File: src/rtl/control_pkg.sv
// control_pkg
// Shared encodings for the RV32I main decoder / ALU-control unit:
// opcode and funct constants, ALU operation codes, instruction-format
// classes, the reset/invalid output values and a small funct3 helper.
package control_pkg;

  // Major opcodes (instr[6:0]) recognised by the decoder.
  localparam logic [6:0] OPC_OP     = 7'b0110011;
  localparam logic [6:0] OPC_OP_IMM = 7'b0010011;
  localparam logic [6:0] OPC_LOAD   = 7'b0000011;
  localparam logic [6:0] OPC_JALR   = 7'b1100111;
  localparam logic [6:0] OPC_STORE  = 7'b0100011;
  localparam logic [6:0] OPC_BRANCH = 7'b1100011;
  localparam logic [6:0] OPC_LUI    = 7'b0110111;
  localparam logic [6:0] OPC_AUIPC  = 7'b0010111;
  localparam logic [6:0] OPC_JAL    = 7'b1101111;

  // funct7 values that select the base and alternate operations.
  localparam logic [6:0] F7_BASE = 7'b0000000;
  localparam logic [6:0] F7_ALT  = 7'b0100000;

  // funct3 values that need special handling.
  localparam logic [2:0] F3_ADD_SUB = 3'b000;
  localparam logic [2:0] F3_SLL     = 3'b001;
  localparam logic [2:0] F3_SR      = 3'b101;

  typedef enum logic [3:0] {
    ALU_ADD    = 4'b0000,
    ALU_SUB    = 4'b0001,
    ALU_SLL    = 4'b0010,
    ALU_SLT    = 4'b0011,
    ALU_SLTU   = 4'b0100,
    ALU_XOR    = 4'b0101,
    ALU_SRL    = 4'b0110,
    ALU_SRA    = 4'b0111,
    ALU_OR     = 4'b1000,
    ALU_AND    = 4'b1001,
    ALU_PASS_B = 4'b1010
  } alu_ctrl_e;

  typedef enum logic [2:0] {
    TYPE_R       = 3'b000,
    TYPE_I       = 3'b001,
    TYPE_S       = 3'b010,
    TYPE_B       = 3'b011,
    TYPE_U       = 3'b100,
    TYPE_J       = 3'b101,
    TYPE_INVALID = 3'b111
  } inst_type_e;

  // Values driven while in reset.
  localparam alu_ctrl_e  RESET_ALU_CTRL  = ALU_ADD;
  localparam logic       RESET_SHAMT_EN  = 1'b0;
  localparam logic       RESET_REG_WRITE = 1'b0;
  localparam inst_type_e RESET_INST_TYPE = TYPE_INVALID;

  // Values driven for undecodable words; reg_write must stay low so the
  // register file is never written by garbage.
  localparam alu_ctrl_e  INVALID_ALU_CTRL  = ALU_ADD;
  localparam logic       INVALID_SHAMT_EN  = 1'b0;
  localparam logic       INVALID_REG_WRITE = 1'b0;
  localparam inst_type_e INVALID_INST_TYPE = TYPE_INVALID;

  // Base (funct7 = 0000000) ALU operation selected by funct3, shared by
  // the register-register and register-immediate arithmetic groups.
  function automatic alu_ctrl_e alu_from_funct3(input logic [2:0] funct3);
    alu_ctrl_e op;
    case (funct3)
      3'b000:  op = ALU_ADD;
      3'b001:  op = ALU_SLL;
      3'b010:  op = ALU_SLT;
      3'b011:  op = ALU_SLTU;
      3'b100:  op = ALU_XOR;
      3'b101:  op = ALU_SRL;
      3'b110:  op = ALU_OR;
      default: op = ALU_AND;
    endcase
    return op;
  endfunction

endpackage

File: src/rtl/control_r_decode.sv
// control_r_decode
// Purely combinational RV32I main decoder. Produces the next-cycle values
// of the control outputs from one instruction word.
// Ports:
//   instruction_word  in  32  instruction to decode
//   alu_ctrl_d        out  4  ALU operation code
//   shamt_en_d        out  1  operand B is instr[24:20]
//   reg_write_d       out  1  register-file write enable
//   inst_type_d       out  3  instruction format class
module control_r_decode
  import control_pkg::*;
(
  input  logic [31:0] instruction_word,
  output alu_ctrl_e   alu_ctrl_d,
  output logic        shamt_en_d,
  output logic        reg_write_d,
  output inst_type_e  inst_type_d
);

  logic [6:0] opcode;
  logic [2:0] funct3;
  logic [6:0] funct7;
  logic       unused_fields;

  assign opcode = instruction_word[6:0];
  assign funct3 = instruction_word[14:12];
  assign funct7 = instruction_word[31:25];

  // Register specifiers and immediates are consumed by other blocks; rd in
  // particular does not gate reg_write (x0 is handled by the register file).
  assign unused_fields = ^{instruction_word[24:15], instruction_word[11:7]};

  // Every path starts from the invalid defaults and only overrides them
  // once the word is known to be legal.
  always_comb begin
    alu_ctrl_d  = INVALID_ALU_CTRL;
    shamt_en_d  = INVALID_SHAMT_EN;
    reg_write_d = INVALID_REG_WRITE;
    inst_type_d = INVALID_INST_TYPE;

    case (opcode)
      OPC_OP: begin
        if (funct7 == F7_BASE) begin
          alu_ctrl_d  = alu_from_funct3(funct3);
          reg_write_d = 1'b1;
          inst_type_d = TYPE_R;
        end else if (funct7 == F7_ALT && funct3 == F3_ADD_SUB) begin
          alu_ctrl_d  = ALU_SUB;
          reg_write_d = 1'b1;
          inst_type_d = TYPE_R;
        end else if (funct7 == F7_ALT && funct3 == F3_SR) begin
          alu_ctrl_d  = ALU_SRA;
          reg_write_d = 1'b1;
          inst_type_d = TYPE_R;
        end
      end

      // Shift-immediates reuse funct7 as an encoding qualifier, so only
      // those two funct3 values look at it; all others ignore the upper
      // immediate bits (and 000 is always ADDI, there is no SUBI).
      OPC_OP_IMM: begin
        if (funct3 == F3_SLL) begin
          if (funct7 == F7_BASE) begin
            alu_ctrl_d  = ALU_SLL;
            shamt_en_d  = 1'b1;
            reg_write_d = 1'b1;
            inst_type_d = TYPE_I;
          end
        end else if (funct3 == F3_SR) begin
          if (funct7 == F7_BASE || funct7 == F7_ALT) begin
            alu_ctrl_d  = (funct7 == F7_ALT) ? ALU_SRA : ALU_SRL;
            shamt_en_d  = 1'b1;
            reg_write_d = 1'b1;
            inst_type_d = TYPE_I;
          end
        end else begin
          alu_ctrl_d  = alu_from_funct3(funct3);
          reg_write_d = 1'b1;
          inst_type_d = TYPE_I;
        end
      end

      // Load width legality is checked by the memory stage.
      OPC_LOAD, OPC_JALR: begin
        alu_ctrl_d  = ALU_ADD;
        reg_write_d = 1'b1;
        inst_type_d = TYPE_I;
      end

      OPC_STORE: begin
        alu_ctrl_d  = ALU_ADD;
        inst_type_d = TYPE_S;
      end

      // Branch comparison is done by subtraction in the ALU.
      OPC_BRANCH: begin
        alu_ctrl_d  = ALU_SUB;
        inst_type_d = TYPE_B;
      end

      OPC_LUI: begin
        alu_ctrl_d  = ALU_PASS_B;
        reg_write_d = 1'b1;
        inst_type_d = TYPE_U;
      end

      OPC_AUIPC: begin
        alu_ctrl_d  = ALU_ADD;
        reg_write_d = 1'b1;
        inst_type_d = TYPE_U;
      end

      OPC_JAL: begin
        alu_ctrl_d  = ALU_ADD;
        reg_write_d = 1'b1;
        inst_type_d = TYPE_J;
      end

      default: begin
        alu_ctrl_d  = INVALID_ALU_CTRL;
        shamt_en_d  = INVALID_SHAMT_EN;
        reg_write_d = INVALID_REG_WRITE;
        inst_type_d = INVALID_INST_TYPE;
      end
    endcase
  end

endmodule

File: src/rtl/control_r.sv
// control_r
// Registered RV32I main decoder / ALU-control unit. Outputs follow the
// instruction word sampled at the previous rising edge.
// Ports:
//   clk               in   1  system clock
//   rst               in   1  synchronous active-high reset
//   instruction_word  in  32  instruction to decode
//   alu_ctrl          out  4  ALU operation code
//   shamt_en          out  1  operand B is instr[24:20]
//   reg_write         out  1  register-file write enable for rd
//   inst_type         out  3  instruction format class
module control_r
  import control_pkg::*;
(
  input  logic        clk,
  input  logic        rst,
  input  logic [31:0] instruction_word,
  output logic [3:0]  alu_ctrl,
  output logic        shamt_en,
  output logic        reg_write,
  output logic [2:0]  inst_type
);

  alu_ctrl_e  alu_ctrl_d,  alu_ctrl_q;
  logic       shamt_en_d,  shamt_en_q;
  logic       reg_write_d, reg_write_q;
  inst_type_e inst_type_d, inst_type_q;

  control_r_decode u_decode (
    .instruction_word (instruction_word),
    .alu_ctrl_d       (alu_ctrl_d),
    .shamt_en_d       (shamt_en_d),
    .reg_write_d      (reg_write_d),
    .inst_type_d      (inst_type_d)
  );

  // Output register; reset takes priority over whatever is being decoded.
  always_ff @(posedge clk) begin
    if (rst) begin
      alu_ctrl_q  <= RESET_ALU_CTRL;
      shamt_en_q  <= RESET_SHAMT_EN;
      reg_write_q <= RESET_REG_WRITE;
      inst_type_q <= RESET_INST_TYPE;
    end else begin
      alu_ctrl_q  <= alu_ctrl_d;
      shamt_en_q  <= shamt_en_d;
      reg_write_q <= reg_write_d;
      inst_type_q <= inst_type_d;
    end
  end

  assign alu_ctrl  = alu_ctrl_q;
  assign shamt_en  = shamt_en_q;
  assign reg_write = reg_write_q;
  assign inst_type = inst_type_q;

endmodule

File: config.mk
export PLATFORM = sky130hd
export DESIGN_NAME = control_r
export DESIGN_NICKNAME = d
export VERILOG_FILES = /design/src/rtl/control_pkg.sv /design/src/rtl/control_r_decode.sv /design/src/rtl/control_r.sv
export SDC_FILE = /design/constraint.sdc
export NUM_CORES = 1
export LEC_CHECK = 0
export ABC_AREA = 1
export ABC_CLOCK_PERIOD_IN_PS = 1500
export BUFFER_PORTS_ARGS = -buffer_cell sky130_fd_sc_hd__buf_2
export CAP_MARGIN = 15
export CORE_AREA = 2 2 46 48
export DETAILED_ROUTE_END_ITERATION = 12
export DIE_AREA = 0 0 48 50
export PLACE_DENSITY = 0.79
export REMOVE_ABC_BUFFERS = 1
export SYNTH_ARGS = -nofsm -noshare
export SYNTH_HDL_FRONTEND = slang
export SYNTH_SLANG_ARGS = --single-unit
File: constraint.sdc
create_clock -name clk -period 1.5 [get_ports clk]
set_input_delay 0.225 -clock clk [delete_from_list [all_inputs] [get_ports clk]]
set_output_delay 0.225 -clock clk [all_outputs]
set_load 0.02 [all_outputs]
Word level (Yosys, flattened, before mapping)
Cells that the tools add are included.

Equal/unequal tests: 16. Reduce and logical (&&, ||, !) cells: 9. Multiplexer cells: 29. Bitwise logic cells: 1.

Operator list (count): 7-bit by 6-bit equality test with 1-bit output, second input constant (4); 4-bit one-hot mux with 7 select lines (1); 3-bit 2-to-1 mux (8); 7-bit equality test, second input constant (3); 3-bit one-hot mux with 7 select lines (1); 4-bit 2-to-1 mux (5); 4-bit one-hot mux with 5 select lines (1); 4-bit one-hot mux with 4 select lines (1); 7-bit by 5-bit equality test with 1-bit output, second input constant (2); 1-bit 2-to-1 mux (10); 3-bit equality test, second input constant (3); 7-bit by 2-bit equality test with 1-bit output, second input constant (1); 7-bit zero test (1); 3-bit by 2-bit equality test with 1-bit output, second input constant (2); 2-bit OR reduction (3); 5-bit OR reduction (1); 3-bit by 1-bit equality test with 1-bit output, second input constant (1); 3-bit zero test (1); 1-bit one-hot mux with 3 select lines (1); 1-bit logical AND (2); 2-bit 2-to-1 mux (1); 1-bit logical OR (1); 1-bit NOT (1).

Output and inout port bits: 9. Register bits after elaboration: 9. Word-level logic and storage cells: 59. Bits of input ports: 34.

Depth between registers and ports, before layout
Gate-level depths: netlist of the first run.

Depth in word-level cells: 6. Depth in mapped cells: 10. Gate-level depth less buffers: 10.

Cells and area by module
From an unflattened synthesis of the first run, not the netlist that was laid out.

Cells, all modules: 134. Area, all modules: 780.7 µm².

Modules (own cells, without submodules): control_r_decode (instances 1, cells an instance 106, area an instance 529.3 µm²); control_r (instances 1, cells an instance 28, area an instance 251.5 µm²).

Worst setup path after synthesis of the first run
No wires, ideal clock.

Kind: in2reg. Start point: input instruction_word[28]. End point: register inst_type_q[1] (netlist: inst_type[1]). Path slack: 455 ps. Arrival time: 935 ps. Stages on the path: 8. Buffers on the path: 0. Required time: 1389 ps. Cells stage by stage: nor2_2 > nand2_4 > nor2_1 > o21ai_2 > nand3_2 > nand3_2 > nor2_2 > inv_2.

Longest elaborated chain between the ends: 6.

Ends and longest elaborated chain: start: declaration (line control_r.sv:17) `input logic [31:0] instruction_word,`; 7-bit by 6-bit equality test with 1-bit output or 7-bit zero test (tied branches); 1-bit logical OR or 1-bit logical AND (tied branches) (line control_r_decode.sv:70, control_r_decode.sv:51); 3-bit 2-to-1 mux (on tied branches) (line control_r_decode.sv:70, control_r_decode.sv:51); 3-bit 2-to-1 mux (on tied branches) (line control_r_decode.sv:69, control_r_decode.sv:47); 3-bit 2-to-1 mux (on tied branches) (line control_r_decode.sv:62, control_r_decode.sv:43); 3-bit one-hot mux with 7 select lines * (line control_r_decode.sv:41) `case (opcode)`; end signal: assignment (line control_r.sv:48) `inst_type_q <= inst_type_d;`; end: declaration (line control_r.sv:27) `inst_type_e inst_type_d, inst_type_q;`.

Mark *: on every way between the ends. The rest lies on a longest branch, timed or not. A chain may end at the register's enable or synchronous reset.

Final worst setup path of the first run
Start point: input instruction_word[29]. End point: register inst_type_q[1] (netlist: inst_type[1]).

Same word-level chain as after synthesis.

==> results by group, run 1 <==
Run status
  – Run status: complete, no violations

Final layout
  – Diode count: 0
  – Share of layout cells above drive strength 1: 44.3%
  – Most frequent cells in the layout: nand2_1, buf_2, nand3_1
  – Fin area: 1030 um2
  – Finished Core Util: 53.9%
  – Fill cell total of the finished layout: 186
  – # nets final: 193
  – Most common cell after layout, fill and taps aside: nand2_1
  – Area grow syn2layout: 19.7%

Clocking
  – CTS clk-pin slew, worst paths: 0.05 ns
  – CTS resizes: 0
  – H-tree levels: 1
  – CTS tree: done
  – Hold-fix buffers, CTS: 0
  – Post-CTS setup buffers: 0
  – Clock sinks: 9
  – Bufs on Longest Clock Path: 2
  – Root buffer cell: clkbuf_4
  – CTS Buf Count: 3

Detailed routing
  – Met3 wire len: 71 um
  – Wl on met1: 690 um
  – Via density: 4.58
  – Wirelength per Cell: 8.95 um
  – Routed Antenna Nets: 0
  – DRC viols: 0
  – DR WL met2: 847 um
  – Routed WL: 1.66 mm
  – Pre-antenna DRT Iters: 4
  – DR top layer: met4
  – DR iter-0 viols: 11
  – Routed vias: 848

Placed design
  – DP Area: 1000 um2
  – RePlAce Congestion: 0.834
  – Dpl hpwl: 1.42 mm
  – IO Port Bufs: 27

Synth
  – Mean Syn Cell Area: 6.64 um2
  – Largest family of logic cells by synthesized area: simple AND/OR/NAND/NOR gates
  – Post-synthesis compound-gate area fraction: 6.13%
  – Synth Area in Adders: 0%
  – Register bit count reported by yosys: 9
  – Post-Synthesis Cells: 129
  – Count of different cell masters after synthesis: 22
  – Post-Synth Simple-Gate Area: 59.6%
  – Mapped Area: 857 um2
  – Xor/xnor share of the synthesized area: 0%
  – Yosys warning count: 0
  – Post-synthesis mux area share: 0%
  – Sequential area share after synthesis: 21.0%

Global routing
  – Initial antenna violation count: 0
  – Pin count of the biggest net entering global routing: 9
  – Grt ovf: 0
  – First-pass GRT wire length: 2.93 mm
  – Vias in the first global route: 753
  – GRT Total Usage: 16.3%

Floorplanning
  – Initial core utilization: 45.1%
  – Die Y: 50 um
  – Die X: 48 um
  – Core Rows: 16
  – Core footprint: 1900 um2
  – Die Area: 2400 um2
  – IO Pins: 43

STA
  – Final setup viols: 0
  – RSZ-0062 raised after global routing: no
  – Slew HR: 82.7%
  – Setup TNS: 0 ns
  – Crit path time final: 0.975 ns
  – Final Hold Vio Count: 0
  – Tcrit/Tclk final: 65.0%
  – Fmax: 1030 MHz
  – Slew Limit Fails: 0
  – Worst-Margin Slew: 0.257 ns

Critical path
  – WS Path Type: in -> reg
  – Worst EP required: 1.66 ns
  – Crit path launch type: input pin
  – WP data arrival: 1.14 ns
  – Worst Path Max Fanout: 5
  – CP Capture Type: register

Hold path
  – Hold Path Depth: 2
  – HP Class: in -> reg
  – Min-delay src: rst
  – Hold worst-path end: alu_ctrl[0]

Flow run
  – Max-cap violations: 0

Pwr
  – Pwr Density: 543 nW/um2
  – VDD IR max: 288 uV
  – Static leakage: 0.000585 uW
## worst max path at each step
stage                         to                  from  slack [ns]  cells after the start
finish              inst_type[1]  instruction_word[29]        0.52                      9
global route        inst_type[1]   instruction_word[4]        0.38                     11
CTS                 inst_type[1]  instruction_word[29]        0.53                      9
detailed placement  inst_type[1]  instruction_word[29]        0.25                      9
global placement    inst_type[1]  instruction_word[29]        0.29                      9
floorplan           inst_type[1]  instruction_word[28]        0.45                      8
## per-stage QoR
step / hold WS [ns] / std cells / power, uW / worst slack, ns
finish: 0.138 / 185 / 557 / 0.525
global route: 0.132 / 185 / 594 / 0.384
CTS: 0.129 / 185 / 568 / 0.526
detailed placement: 0.411 / 181 / 381 / 0.249
global placement: 0.401 / 181 / 377 / 0.288
floorplan: 0.294 / 127 / 330 / 0.455
## registers in the layout, summed over array words and instances (netlist names)
signal     cells
shamt_en       1
alu_ctrl       4
reg_write      1
inst_type      3
## where the power goes
part	switching (uW)	total [uW]	internal (uW)
Clock	79.5	182	102
Sequential	0.572	243	242
Combinational	86.6	133	46.4
Total	167	557	391
## cell families after synthesis
kind of cell | count (synthesis)
buffers and inverters | 24
DFF | 9
and+or+nand+nor | 87
AOI/OAI and AO/OA | 9
## critical path, cell delays in order
cell	delay, ns
buf_2	0.11
nor2_4	0.15
nand2_4	0.08
nor2_8	0.13
nand2_1	0.09
nand3_2	0.10
nand3_2	0.08
nor2_2	0.14
inv_2	0.03
## synth_stat cells (all sizes together)
cell type  count  area [um2]
nand3         21         130
nor2          21         151
dfxtp          9         180
clkinv         3        16.3
nor3           2        10.0
buf            2        26.3
o21ai          5        28.8
inv           19        71.3
a21oi          4        23.8
nand2         40         200
nand4          3        18.8
## layer usage
layer	global-route usage [%]	vias to the layer above
met5	0	-
met4	10.4	0
met2	26.4	22
met3	0.366	5
met1	19.8	358
li1	-	463
## cell type report
| cell class | instances | area [um2] | share of cell area, % |
|---|---|---|---|
| Clock buffer | 4 | 26.3 | 2.56 |
| Inverter | 22 | 87.6 | 8.54 |
| Sequential cell | 9 | 180 | 17.6 |
| Tap cell | 27 | 33.8 | 3.29 |
| Timing Repair Buffer | 27 | 135 | 13.2 |
| Multi-Input combinational cell | 96 | 563 | 54.9 |
Power figures use the tool's default switching activity.
==> run 2: changes to the inputs <==
--- a/config.mk
+++ b/config.mk
@@ -6,13 +6,13 @@
 export NUM_CORES = 1
 export LEC_CHECK = 0
 export ABC_AREA = 1
-export ABC_CLOCK_PERIOD_IN_PS = 1500
+export ABC_CLOCK_PERIOD_IN_PS = 800
 export BUFFER_PORTS_ARGS = -buffer_cell sky130_fd_sc_hd__buf_2
 export CAP_MARGIN = 15
-export CORE_AREA = 2 2 46 48
+export CORE_AREA = 2 2 50 52
 export DETAILED_ROUTE_END_ITERATION = 12
-export DIE_AREA = 0 0 48 50
-export PLACE_DENSITY = 0.79
+export DIE_AREA = 0 0 52 54
+export PLACE_DENSITY = 0.71
 export REMOVE_ABC_BUFFERS = 1
 export SYNTH_ARGS = -nofsm -noshare
 export SYNTH_HDL_FRONTEND = slang
==> constraint.sdc (replaced) <==
create_clock -name clk -period 0.8 [get_ports clk]
set_input_delay 0.12 -clock clk [delete_from_list [all_inputs] [get_ports clk]]
set_output_delay 0.12 -clock clk [all_outputs]
set_load 0.02 [all_outputs]
==> run 2 against run 1 <==
Net effect:
- the run now ends with setup timing left
- via count rose by 16%
- setup slack got worse by 0.55 ns
- cell count rose by 12%
- sequential power rose by 88%
- non-clock buffer count rose by 20
- combinational power rose to 3.0 times the previous value
- largest cell class unchanged
- final area rose by 41%
==> results by group, run 2 (synthesized netlist as in run 1, its figures left out) <==
Pwr
  – VDD IR max: 521 uV (was 288 uV)
  – Static leakage: 0.000741 uW (was 0.000585 uW)
  – Pwr Density: 821 nW/um2 (was 543 nW/um2)

Final layout
  – Final non-filler cell total: 208 (was 185)
  – Finished Core Util: 62.4% (was 53.9%)
  – Max FFs per register: 4 (unchanged)
  – Fill cell total of the finished layout: 198 (was 186)
  – Area grow syn2layout: 68.9% (was 19.7%)
  – Share of layout cells above drive strength 1: 65.2% (was 44.3%)
  – # nets final: 213 (was 193)
  – Most common cell after layout, fill and taps aside: nand2_1 (unchanged)
  – Most frequent cells in the layout: nand2_1, buf_4, buf_6 (was nand2_1, buf_2, nand3_1)
  – Diode count: 0 (unchanged)

STA
  – RSZ-0062 raised after global routing: yes (was no)
  – Fmax: 1210 MHz
  – Final hold slack: 0.0398 ns (was 0.138 ns)
  – Worst setup margin: -0.0298 ns (was 0.525 ns)
  – Crit path time final: 0.830 ns
  – Final setup viols: 11 (was 0)
  – Setup TNS: -0.153 ns (was 0 ns)
  – Slew HR: 84.1% (was 82.7%)
  – Slew Limit Fails: 0 (unchanged)
  – Tcrit/Tclk final: 104%
  – Worst-Margin Slew: 0.236 ns (was 0.257 ns)
  – Final Hold Vio Count: 0 (unchanged)

Detailed routing
  – DRC viols: 0 (unchanged)
  – Via density: 4.72 (was 4.58)
  – Routed Antenna Nets: 0 (unchanged)
  – Pre-antenna DRT Iters: 4 (unchanged)
  – DR iter-0 viols: 10 (was 11)
  – Wirelength per Cell: 10.8 um (was 8.95 um)
  – Routed WL: 2.24 mm (was 1.66 mm)
  – Routed vias: 982 (was 848)

Placed design
  – Placed cells: 200 (was 181)
  – IO Port Bufs: 27 (unchanged)
  – RePlAce Congestion: 0.805 (was 0.834)
  – Dpl hpwl: 1.65 mm (was 1.42 mm)

Critical path
  – WP data arrival: 0.99 ns (was 1.14 ns)
  – WS Path Type: in -> reg (unchanged)
  – Worst Path Max Fanout: 4 (was 5)
  – Crit path launch type: input pin (unchanged)
  – CP Capture Type: register (unchanged)
  – Worst EP required: 0.96 ns (was 1.66 ns)

Global routing
  – GRT Total Usage: 16.7% (was 16.3%)
  – Grt ovf: 0 (unchanged)
  – Vias in the first global route: 899 (was 753)
  – Initial antenna violation count: 0 (unchanged)
  – First-pass GRT wire length: 3.51 mm (was 2.93 mm)
  – Pin count of the biggest net entering global routing: 7 (was 9)

Clocking
  – Clock sinks: 9 (unchanged)
  – Root buffer cell: clkbuf_4 (unchanged)
  – CTS clk-pin slew, worst paths: 0.06 ns (was 0.05 ns)
  – CTS Buf Count: 3 (unchanged)
  – Bufs on Longest Clock Path: 2 (unchanged)
  – CTS tree: done (unchanged)
  – H-tree levels: 1 (unchanged)

Run status
  – Run status: finished, violations left (was complete, no violations)
  – Violated checks: setup timing

Floorplanning
  – Initial core utilization: 36.9% (was 45.1%)
  – Die Y: 54 um (was 50 um)
  – Core footprint: 2320 um2 (was 1900 um2)
  – Die Area: 2810 um2 (was 2400 um2)
  – Die X: 52 um (was 48 um)
  – Core Rows: 18 (was 16)
  – IO Pins: 43 (unchanged)

Flow run
  – Max-cap violations: 0 (unchanged)

Hold path
  – HP Class: in -> reg (unchanged)
[run 2: changes by cell type in the layout (fill, tap and decap cells not counted), sizes merged]
| cell | previous run | this run |
|---|---|---|
| clkinv | 3 | 4 |
| inv | 19 | 18 |
| buf | 27 | 47 |
[run 2: worst max-delay path: stages]
cell	delay, ns
buf_6	0.10
nor2_4	0.16
nand2_4	0.08
nor2_8	0.14
inv_2	0.08
nand3_4	0.07
nand3_2	0.09
nor2_4	0.12
inv_2	0.03
[run 2: final timing paths]
path                              from      endpoint  slack [ns]  depth (start not counted)
setup / recovery  instruction_word[29]  inst_type[1]       -0.03                          9
hold / removal                     rst   alu_ctrl[0]        0.04                          2
[run 2: final cells by class]
class	count	area, um2	area share (%)
Tap cell	30	37.5	2.59
Clock buffer	4	26.3	1.82
Inverter	22	110	7.61
Timing Repair Buffer	47	423	29.2
Sequential cell	9	191	13.2
Multi-Input combinational cell	96	659	45.5
[run 2: timing repair]
item,4_1_cts,5_1_grt
buffers inserted,2,2
hold buffers,0,0
resized for setup,51,30
pin swaps,19,14
setup endpoints to repair,16,18
[run 2: layer usage]
| metal | routed length [um] | vias up | GRT usage [%] | part of all wire (%) |
|---|---|---|---|---|
| li1 | - | 507 | - | - |
| met1 | 860 | 434 | 17.4 | 38 |
| met2 | 1240 | 38 | 34.0 | 55 |
| met3 | 109 | 3 | 0.833 | 4.9 |
| met4 | 29 | 0 | 7.89 | 1.3 |
| met5 | 0 | - | 0 | 0 |
[run 2: through the flow]
step	instance area, um2	setup slack [ns]	power [uW]
2_1_floorplan	831	-0.140	620
3_3_place_gp	1120	-0.313	747
3_5_place_dp	1120	-0.336	756
4_1_cts	1330	-0.0292	1160
5_1_grt	1450	-0.0947	1250
6_report	1450	-0.0298	1190
[run 2: power by group]
| part | total [uW] | switching (uW) | internal (uW) |
|---|---|---|---|
| clock | 339 | 148 | 191 |
| combinational | 393 | 211 | 182 |
| sequential | 457 | 2.59 | 455 |
| total | 1190 | 361 | 828 |
